**src/rtl/usb4_tc_noc_fifo_ctrl_8_35.sv**
```systemverilog
// Pointer and flow-control engine for an 8x35 NoC link-layer FIFO.
// Drives a two-port flop RAM and presents words from a registered output.
module usb4_tc_noc_fifo_ctrl_8_35 #(
   parameter int DEPTH = 8,
   parameter int WIDTH = 35,
   parameter int AW    = 3
) (
   input  logic             clk,
   input  logic             rst_n,
   input  logic             flush,
   input  logic             in_valid,
   output logic             in_ready,
   input  logic [WIDTH-1:0] in_data,
   output logic             out_valid,
   input  logic             out_ready,
   output logic [WIDTH-1:0] out_data,
   output logic             mem_wen,
   output logic [AW-1:0]    mem_waddr,
   output logic [WIDTH-1:0] mem_wdata,
   output logic             mem_ren,
   output logic [AW-1:0]    mem_raddr,
   input  logic [WIDTH-1:0] mem_rdata,
   output logic [AW:0]      occupancy
);

   localparam logic [AW:0] FULL_CNT = (AW+1)'(DEPTH);

   logic [AW:0] wr_ptr;
   logic [AW:0] rd_ptr;
   logic [AW:0] ram_cnt;
   logic [AW:0] cnt_nxt;
   logic        push;
   logic        load;
   logic        empty;
   logic        full;

   assign ram_cnt = wr_ptr - rd_ptr;
   assign empty   = (wr_ptr == rd_ptr);
   assign full    = (wr_ptr[AW-1:0] == rd_ptr[AW-1:0]) &&
                    (wr_ptr[AW] != rd_ptr[AW]);

   // rst_n gates the strobes so the RAM sees no write while reset is held
   assign push = rst_n & in_valid & in_ready & ~flush;
   assign load = rst_n & ~empty & (~out_valid | out_ready) & ~flush;

   assign cnt_nxt = ram_cnt + {{AW{1'b0}}, push}
                            - {{AW{1'b0}}, load};

   assign mem_wen   = push;
   assign mem_waddr = wr_ptr[AW-1:0];
   assign mem_wdata = in_data;
   assign mem_ren   = load;
   assign mem_raddr = rd_ptr[AW-1:0];

   assign occupancy = ram_cnt + {{AW{1'b0}}, out_valid};

   always_ff @(posedge clk or negedge rst_n) begin
      if (!rst_n) begin
         wr_ptr    <= '0;
         rd_ptr    <= '0;
         out_valid <= 1'b0;
         out_data  <= '0;
         in_ready  <= 1'b1;
      end else if (flush) begin
         wr_ptr    <= '0;
         rd_ptr    <= '0;
         out_valid <= 1'b0;
         in_ready  <= 1'b1;
      end else begin
         if (push)
            wr_ptr <= wr_ptr + 1'b1;
         if (load) begin
            rd_ptr   <= rd_ptr + 1'b1;
            out_data <= mem_rdata;
         end
         if (load)
            out_valid <= 1'b1;
         else if (out_ready)
            out_valid <= 1'b0;
         in_ready <= (cnt_nxt != FULL_CNT);
      end
   end

   a_no_push_full : assert property (
      @(posedge clk) disable iff (!rst_n) !(push && full));
   a_no_load_empty : assert property (
      @(posedge clk) disable iff (!rst_n) !(load && empty));
   a_waddr_known : assert property (
      @(posedge clk) disable iff (!rst_n)
      mem_wen |-> !$isunknown(mem_waddr));
   a_raddr_known : assert property (
      @(posedge clk) disable iff (!rst_n)
      mem_ren |-> !$isunknown(mem_raddr));

endmodule

```
**config.mk**
```make
export PLATFORM = sky130hd
export DESIGN_NAME = usb4_tc_noc_fifo_ctrl_8_35
export DESIGN_NICKNAME = d
export VERILOG_FILES = /design/src/rtl/usb4_tc_noc_fifo_ctrl_8_35.sv
export SDC_FILE = /design/constraint.sdc
export NUM_CORES = 1
export LEC_CHECK = 0
export ABC_CLOCK_PERIOD_IN_PS = 2900
export CAP_MARGIN = 10
export CORE_MARGIN = 2
export CORE_UTILIZATION = 34
export CTS_CLUSTER_DIAMETER = 80
export DETAILED_ROUTE_END_ITERATION = 7
export PLACE_DENSITY_LB_ADDON = 0.1
export SYNTH_ARGS = -nofsm -noshare
export SYNTH_HDL_FRONTEND = slang
export SYNTH_SLANG_ARGS = --single-unit
```
**constraint.sdc**
```tcl
create_clock -name clk -period 2.9 [get_ports clk]
set_input_delay 0.58 -clock clk [delete_from_list [all_inputs] [get_ports clk]]
set_output_delay 0.58 -clock clk [all_outputs]
set_load 0.03 [all_outputs]
```
* Word level (Yosys, flattened, before mapping)
Cells that the tools add are included.
** Cells by class
- Add/sub/neg operators :: 6
- Eq/ne operators :: 2
- Mux-type cells :: 8
- Bitwise gates (word level) :: 10
- Reduce and logical (&&, ||, !) cells :: 4
** Operator list (number)
- 4-bit two-way mux :: 4
- 4-bit by 1-bit adder with 4-bit output :: 2
- 4-bit by 1-bit adder with 4-bit output, second input constant :: 2
- 1-bit AND :: 6
- 4-bit == test :: 1
- 1-bit two-way mux :: 4
- 4-bit inequality test, second input constant :: 1
- 2-bit nonzero test :: 2
- 4-bit by 1-bit subtractor with 4-bit output :: 1
- 4-bit subtractor :: 1
- 1-bit inverter :: 3
- 3-bit nonzero test :: 1
- 2-bit AND reduction :: 1
- 1-bit bitwise OR :: 1
** Word-level totals
- Register bits :: 45
- Input bits :: 75
- Output and inout bits :: 84
- Logic and storage cells :: 35

* Logic depth before layout (Yosys ltp)
Gate-level depths: netlist of the first run.
- Depth after elaboration :: 8
- Gate-level depth with buffers :: 15
- Mapped depth without buffers :: 13

* Worst setup path after synthesis of the first run
Ideal clock, no wire load.
- Path type :: register to register
- Start :: register wr_ptr[0]
- End :: register in_ready
- Library setup time :: 91 ps
- Arrival :: 3232 ps
- Data required time :: 2809 ps
- Setup slack :: -423 ps
- Stages on the path, launching flop included :: 16
- Buffers on the path :: 2
- Period minus slack after synthesis :: 3323 ps
- Cell sequence :: dfrtp_1 > inv_1 > ha_1 > nand3_1 > o211ai_2 > or2_1 > buf_6 > buf_12 > inv_1 > ha_1 > inv_1 > ha_1 > and3b_1 > or4_1 > a211oi_1 > o21ai_0
** On the way
- Longest elaborated chain between the ends :: 8
- Elaborated cells between the ends (all ways) :: 10
- Those cells by class :: add/sub (3); eq/ne (2); mux (1); bitwise (4)
** Ends and longest elaborated chain
- from (decl) :: RTL line 28 : logic [AW:0] wr_ptr;
- from (signal assigned) :: RTL line 71 : wr_ptr <= wr_ptr + 1'b1;
- 4-bit == test :: RTL line 38 : assign empty = (wr_ptr == rd_ptr);
- 1-bit inverter :: RTL line 44 : assign load = rst_n & ~empty & (~out_valid | out_ready) & ~flush;
- 1-bit AND (3 in series) :: RTL line 44
- via mem_ren :: RTL line 20 : output logic mem_ren,
- 4-bit by 1-bit subtractor with 4-bit output :: RTL line 47 : - {{AW{1'b0}}, load};
- 4-bit inequality test :: RTL line 80 : in_ready <= (cnt_nxt != FULL_CNT);
- 1-bit two-way mux :: RTL line 64 : end else if (flush) begin
- to (signal assigned) :: RTL line 80
- to (decl) :: RTL line 12 : output logic in_ready,
The timed path passes the listed nets, and every way through them passes these cells.
A chain may end at the register's enable or synchronous reset.

* Worst setup path in the final report of the first run
- Start :: input out_ready
- End :: register in_ready
** On the way
- Longest elaborated chain between the ends :: 6
** Ends and longest elaborated chain
- from (decl) :: RTL line 15 : input logic out_ready,
- 1-bit bitwise OR :: RTL line 44
- 1-bit AND (2 in series) :: RTL line 44
- 4-bit by 1-bit subtractor with 4-bit output :: RTL line 47
- 4-bit inequality test :: RTL line 80
- 1-bit two-way mux :: RTL line 64
No other way between the ends.

==> results.md, run 1 <==
- Status: completed
- Mapped Area: 0.00257 mm2
- Adder-cell share of the synthesized area: 7.40%
- Slowest Stage Delay on Critical Path: around 490 ps
- Crit. End Element: register
- Worst-path fanout max: 2
- Port buffer count: 88
- Max transition margin: 59.2%
- Io pins: 159
- Mux cell area share after synthesis: 20.4%
- Vias: 1631
- Synth top area cells: dfrtp_1, mux2_4, buf_4, ha_1, mux2_2
- Total wire length: 5.53 mm
- Layout area overhead: 36.0%
- Total GRT Usage: 12.9%
- Top sig layer: met4
- Path depth of the worst reg2reg path: 13
- Yosys reg bits: 45
- Highest-count cells in the layout ignoring fill and taps: clkdlybuf4s50_1, dfrtp_1, mux2_4, buf_4, nor2_1
- Critical path origin: out_ready
- Num CTS Buffers: 5
- Metal2 WL: 2.46 mm
- Die X: 90.9 um
- Clock sinks: 45
- Setup TNS: 0 ps
- Final ANT Viol Nets: 0
- DR pass1 iterations: 4
- WL met1: 2.38 mm
- Crit share post-route: 95.7%
- Synth Area in Simple Gates: 5.07%
- Largest family of logic cells by synthesized area: multiplexers
- Finished Core Util: 47.9%
- Power, Total: 3560 uW
- Commonest non-fill, non-tap cell in the layout: clkdlybuf4s50_1
- Layout Skew: 4.26 ps
- Share of cells above drive strength 1: 32.2%
- Final Cell Area: approximately 0.0035 mm2
- Core Area: 0.00729 mm2
- CTS Hold Bufs: 0
- R2r setup slk: 130 ps
- Fin Hold WS: 445 ps
- Max Buffers Root-to-Sink: 2
- Arr. time, crit path: about 3000 ps
- Starting Density: 35.2%
- Dpl hpwl: just over 4 mm
- Seq/Total Area, Yosys: 43.9%
- Max_cap viols: 0
- RSZ-0062 raised after global routing: false
- Fin. max-slew vios: 0
- Pwr Density: 1020 mW/mm2
- Vias in the first global route: ~1700
- Syn Area/Cell: 12.9 um2
- Critical Path Start Type: input port
- CP endpoint: in_ready
- Leakage power: ~0.0016 uW
- Critical-path cell list: clkdlybuf4s50_1 > nand2b_1 > o211ai_2 > or2_4 > clkinvlp_4 > ha_4 > inv_1 > ha_1 > and3b_1 > or4_4 > a211oi_2 > o21ai_1
- Initial DRC count: between 40 and 50
- Peak supply drop: 0.465 mV
- Area leader, netlist: dfrtp_1
- Synth Net Count: 288
- Placed Area: 0.00336 mm2
- FILL cells: 674
- Synth Area in XOR/XNOR: 3.36%
- Vias per cell: ~4.5
- Worst-Skew Late Latency: 290 ps
- Reg clk slew, reported paths: around 80 ps
- Reg-to-reg startpoint: rd_ptr[2]
- Vert. Die Dim: 90.9 um
- Initial antenna violation count: 0
- Met3 Wirelength: 490 um
- Final #Nets: roughly 360
- YS warnings: 0
- CP required: a little over 3000 ps
- Hold crit path type: in -> async
- Slowest library cell on the worst path: or4_4
- Root buf cell: clkbuf_8
- # rows: 31
- Fmax: ~360 MHz
- Fin. Hold Viols: 0
- Synth cell types: 36
- Drt wl/cell: 15.1 um
- Share of the synthesized area in the top cell type: 42.9%
- First-pass GRT wire length: 8.49 mm
- CTS HTree Levels: 2
- Slew @ Worst Pin: 613 ps
- Worst R2R End: in_ready
- Diodes inserted: 0
- Final worst path period need: ~2800 ps
- Die area: 0.00827 mm2
- CTS tree: yes
- DRC Markers: 0
- Syn Inst Count: 199
- Final Setup Violations: 0
- Compound-Gate Fraction of Synth Area: 3.56%
- WS Path Type: in -> reg
- GRT Residual Overflow: 0
- Global placer's final weighted congestion: 0.782
- Largest net degree at the start of global routing: just under 50
==> per-stage QoR <==
step	setup slack (ps)	instances
2_1_floorplan	-292	199
3_3_place_gp	-189	355
5_1_grt	4.45	366
4_1_cts	21.5	362
3_5_place_dp	-253	355
6_report	124	366
==> worst min path at each step <==
| stage | slack (ps) | depth (start not counted) | endpoint |
|---|---|---|---|
| 6_report | 440 | 2 | out_valid |
| 5_1_grt | 490 | 2 | out_valid |
| 4_1_cts | 470 | 2 | wr_ptr[3] |
| 3_5_place_dp | 490 | 1 | out_data[29] |
| 3_3_place_gp | 490 | 1 | out_data[23] |
| 2_1_floorplan | 280 | 0 | out_data[0] |
==> timing repair <==
item,CTS,global route
gates resized for setup,2,4
endpoints found under the setup margin,2,2
pin swaps,0,1
buffers inserted,0,4
endpoints found under the hold margin,0,0
==> synth_stat cells <==
master / instances
inv_1: 10
mux2i_1: 2
xor2_2: 1
dfstp_2: 1
nand4_1: 1
xnor2_1: 5
o2111ai_1: 1
and3b_1: 1
or3_2: 1
nand3b_1: 1
xor2_1: 3
nor4_1: 1
or4_1: 1
a211oi_1: 1
nand2_1: 1
buf_4: 41
o21ai_0: 4
or2_1: 1
nor2_1: 8
buf_12: 3
nand2b_1: 1
and3_2: 1
a21oi_1: 5
fa_1: 2
or3_1: 1
mux2_2: 6
clkbuf_1: 1
o211ai_2: 1
nor2b_1: 1
nand3_1: 4
dfrtp_1: 44
o211a_1: 1
ha_1: 12
buf_6: 1
mux2_4: 29
o31ai_1: 1
==> metal layers <==
layer | vias to the layer above | global-route usage, %
met5 | - | 0
met4 | 0 | 6.19
met3 | 29 | 4.59
met2 | 70 | 19.3
met1 | 769 | 16.4
li1 | 763 | -
==> flip-flops by register name (all words and copies together), names as in the netlist <==
name and flops:
rd_ptr 4, in_ready 1, out_data 35, out_valid 1
wr_ptr 4
==> logic make-up after synthesis <==
logic type | Yosys count
compound gates | 14
flops | 45
xor+xnor | 9
fa+ha+maj | 14
mux | 37
simple gates | 24
buf+inv | 56
==> report_power, final <==
part	leakage, uW	switching, uW	total (uW)	internal (uW)
Combinational	0.00102	1030	2060	1030
Clock	0.0000540	207	457	251
Sequential	0.000551	148	1050	898
==> critical path: cells and delay by family <==
kind | cells | cell delay, ps
and+or+nand+nor | 4 | 1080
buffers and inverters | 3 | 570
adders and majority gates | 2 | 380
AOI/OAI and AO/OA | 3 | 370
==> cell type report <==
class                           instances  area (um2)  share of cell area, %
Multi-Input combinational cell         98        1090                   31.2
Tap cell                               99         124                   3.55
Clock buffer                            5        68.8                   1.97
Sequential cell                        45        1130                   32.3
Timing Repair Buffer                  107        1000                   28.8
Clock inverter                          2        35.0                   1.00
Inverter                               10        41.3                   1.18
Note: power is estimated with default switching activity, not from simulation.
==> inputs of run 2 (changes only) <==
Settings changed: ABC_CLOCK_PERIOD_IN_PS 2900 to not set.
==> results of run 2 <==
Final layout, timing and power as in run 1 (identical DEF).
==> variant: new RTL, settings of run 1 <==
Set the parameter `WIDTH` to 31 (it was 35).
--- a/src/rtl/usb4_tc_noc_fifo_ctrl_8_35.sv
+++ b/src/rtl/usb4_tc_noc_fifo_ctrl_8_35.sv
@@ -2,7 +2,7 @@
 // Drives a two-port flop RAM and presents words from a registered output.
 module usb4_tc_noc_fifo_ctrl_8_35 #(
    parameter int DEPTH = 8,
-   parameter int WIDTH = 35,
+   parameter int WIDTH = 31,
    parameter int AW    = 3
 ) (
    input  logic             clk,
Ports: changed (resized in_data, mem_rdata, mem_wdata and out_data); port bits go from 159 to 143. No check against the original RTL was run, so the function may have changed too.
==> variant against run 1 <==
Clock power down 8.1%; worst hold slack got worse by 9.8 ps; synthesized cell count decreased by 6.0%; design area fell by 6.7%; non-clock buffer count decreased by 11; area after synthesis fell by 6.8%; sequential cell count fell by 4; critical path depth unchanged; die area down 6.5%; total power down 8.4%; count of clock-buffer cells in the layout grew 2; wire length down 6.2%; setup slack gained 7.7 ps; critical path type unchanged; largest power group unchanged.
==> variant: results (changes against run 1) <==
| Metric | Value |
|---|---|
| CP delay by family, top | `simple AND/OR/NAND/NOR gates (unchanged)` |
| Final worst clock skew | `7.45 ps (was 4.26 ps)` |
| Met1 Track Usage GR | `17.0% (was 16.4%)` |
| Max Used Layer | `met4 (unchanged)` |
| Slowest-stage cell, CP | `or4_4 (unchanged)` |
| Vias | `1504 (was 1631)` |
| IO buf count | `80 (was 88)` |
| Share of post-route cells with drive strength above 1 | `32.9% (was 32.2%)` |
| DR pass1 iterations | `4 (unchanged)` |
| Run status | `complete, no violations (unchanged)` |
| Vias in the first global route | `1612 (was 1668)` |
| Syn nets | `268 (was 288)` |
| Int Power | `1.99 mW (was 2.18 mW)` |
| WL met1 | `2180 µm (was 2380 µm)` |
| Netlist cell types | `36 (unchanged)` |
| Metal2 WL | `2310 µm (was 2460 µm)` |
| Clock slew at reported path FFs | `80 ps (about the same)` |
| Hold Path Class | `in -> async (unchanged)` |
| Cell leakage power | `1.52 nW (was 1.62 nW)` |
| Biggest regs | `out_data: 31 flops, rd_ptr: 4 flops, wr_ptr: 4 flops (was out_data: 35 flops, rd_ptr: 4 flops, wr_ptr: 4 flops)` |
| Met3 wire len | `534 µm (was 490 µm)` |
| Sequential element share of the synthesized area | `42.9% (was 43.9%)` |
| All-Layer GR Usage | `13.4% (was 12.9%)` |
| Skew-Pair Late Insertion Delay | `290 ps (about the same)` |
| Nets | `329 (was 356)` |
| Antenna Cells | `0 (unchanged)` |
| Logic power comb | `1.89 mW (was 2.06 mW)` |
| Initial DRC count | `26 (was 42)` |
| Placement Setup Slack | `-268 ps (was -253 ps)` |
| Area contributors post-synth | `dfrtp_1 (42%), mux2_4 (18%), buf_4 (12%), ha_1 (6.3%), buf_12 (2.5%) (was dfrtp_1 (43%), mux2_4 (17%), buf_4 (12%), ha_1 (5.8%), mux2_2 (2.6%))` |
| Dpl hpwl | `3950 µm (was 4100 µm)` |
| H-tree levels | `2 (unchanged)` |
| Total Wirelength | `5190 µm (was 5530 µm)` |
| Largest net degree at the start of global routing | `45 (was 49)` |
| RePlAce Congestion | `0.787 (was 0.782)` |
| Max FO, Critical Path | `2 (unchanged)` |
| First-pass GRT wire length | `7970 µm (was 8490 µm)` |
| Most frequent cells after synthesis | `dfrtp_1 (40), buf_4 (37), mux2_4 (29) (was dfrtp_1 (44), buf_4 (41), mux2_4 (29))` |
| Worst Max-Slew Pin Slew | `563 ps (was 613 ps)` |
| M3 GR Usage | `5.56% (was 4.59%)` |
| Grt met2 use | `20.1% (was 19.3%)` |
| CTS Root Cell | `clkbuf_8 (unchanged)` |
| Placed Area | `0.00313 mm² (was 0.00336 mm²)` |
| VDD IR max | `509 µV (was 465 µV)` |
## variant: cell count changes after synthesis
cell | before | now
mux2_2 | 6 | 2
buf_4 | 41 | 37
dfrtp_1 | 44 | 40
## variant: cell families after synthesis
logic type      after synthesis  share of synthesized area [%]
compound gates               14                           3.82
xor+xnor                      9                           3.61
fa+ha+maj                    14                           7.95
buf+inv                      52                           16.3
flops                        41                           42.9
mux                          33                           20.0
simple gates                 24                           5.44
## variant: what timing repair did
item / in CTS / in global routing
resized for setup: 2 / 6
setup endpoints to repair: 2 / 3
pin swaps: 0 / 1
buffers inserted: 0 / 2
## variant: metrics by stage
stage | utilization [%] | power (mW) | cells | TNS [ps] | hold WS [ps]
2_1_floorplan | - | 2.26 | 187 | -268 | 284
3_3_place_gp | 46.0 | 2.86 | 335 | -205 | 491
3_5_place_dp | 46.0 | 2.87 | 335 | -268 | 495
4_1_cts | 47.5 | 3.30 | 343 | 0 | 451
5_1_grt | 48.0 | 3.45 | 345 | 0 | 478
6_report | 48.0 | 3.27 | 345 | 0 | 435
## variant: layout make-up
| class | count | area [µm²] |
|---|---|---|
| clock buffer | 7 | 96.3 |
| timing repair buffer | 96 | 902 |
| clock inverter | 1 | 8.76 |
| multi-input combinational | 94 | 1060 |
| inverter | 10 | 41.3 |
| sequential | 41 | 1030 |
| tap | 96 | 120 |
| fill | 640 | 3540 |
## variant: path summary, 6_finish.rpt
| kind | startpoint | end | slack, ps | cells after the start |
|---|---|---|---|---|
| min reg2reg | out_data[25] | out_data[25] | 510 | 1 |
| max in group asynchronous | rst_n | rd_ptr[0] | 2070 | 2 |
| min | rst_n | out_data[20] | 430 | 2 |
| max | out_ready | in_ready | 130 | 12 |
| max reg2reg | wr_ptr[2] | in_ready | 150 | 12 |
| min in group clk | out_data[25] | out_data[25] | 510 | 1 |
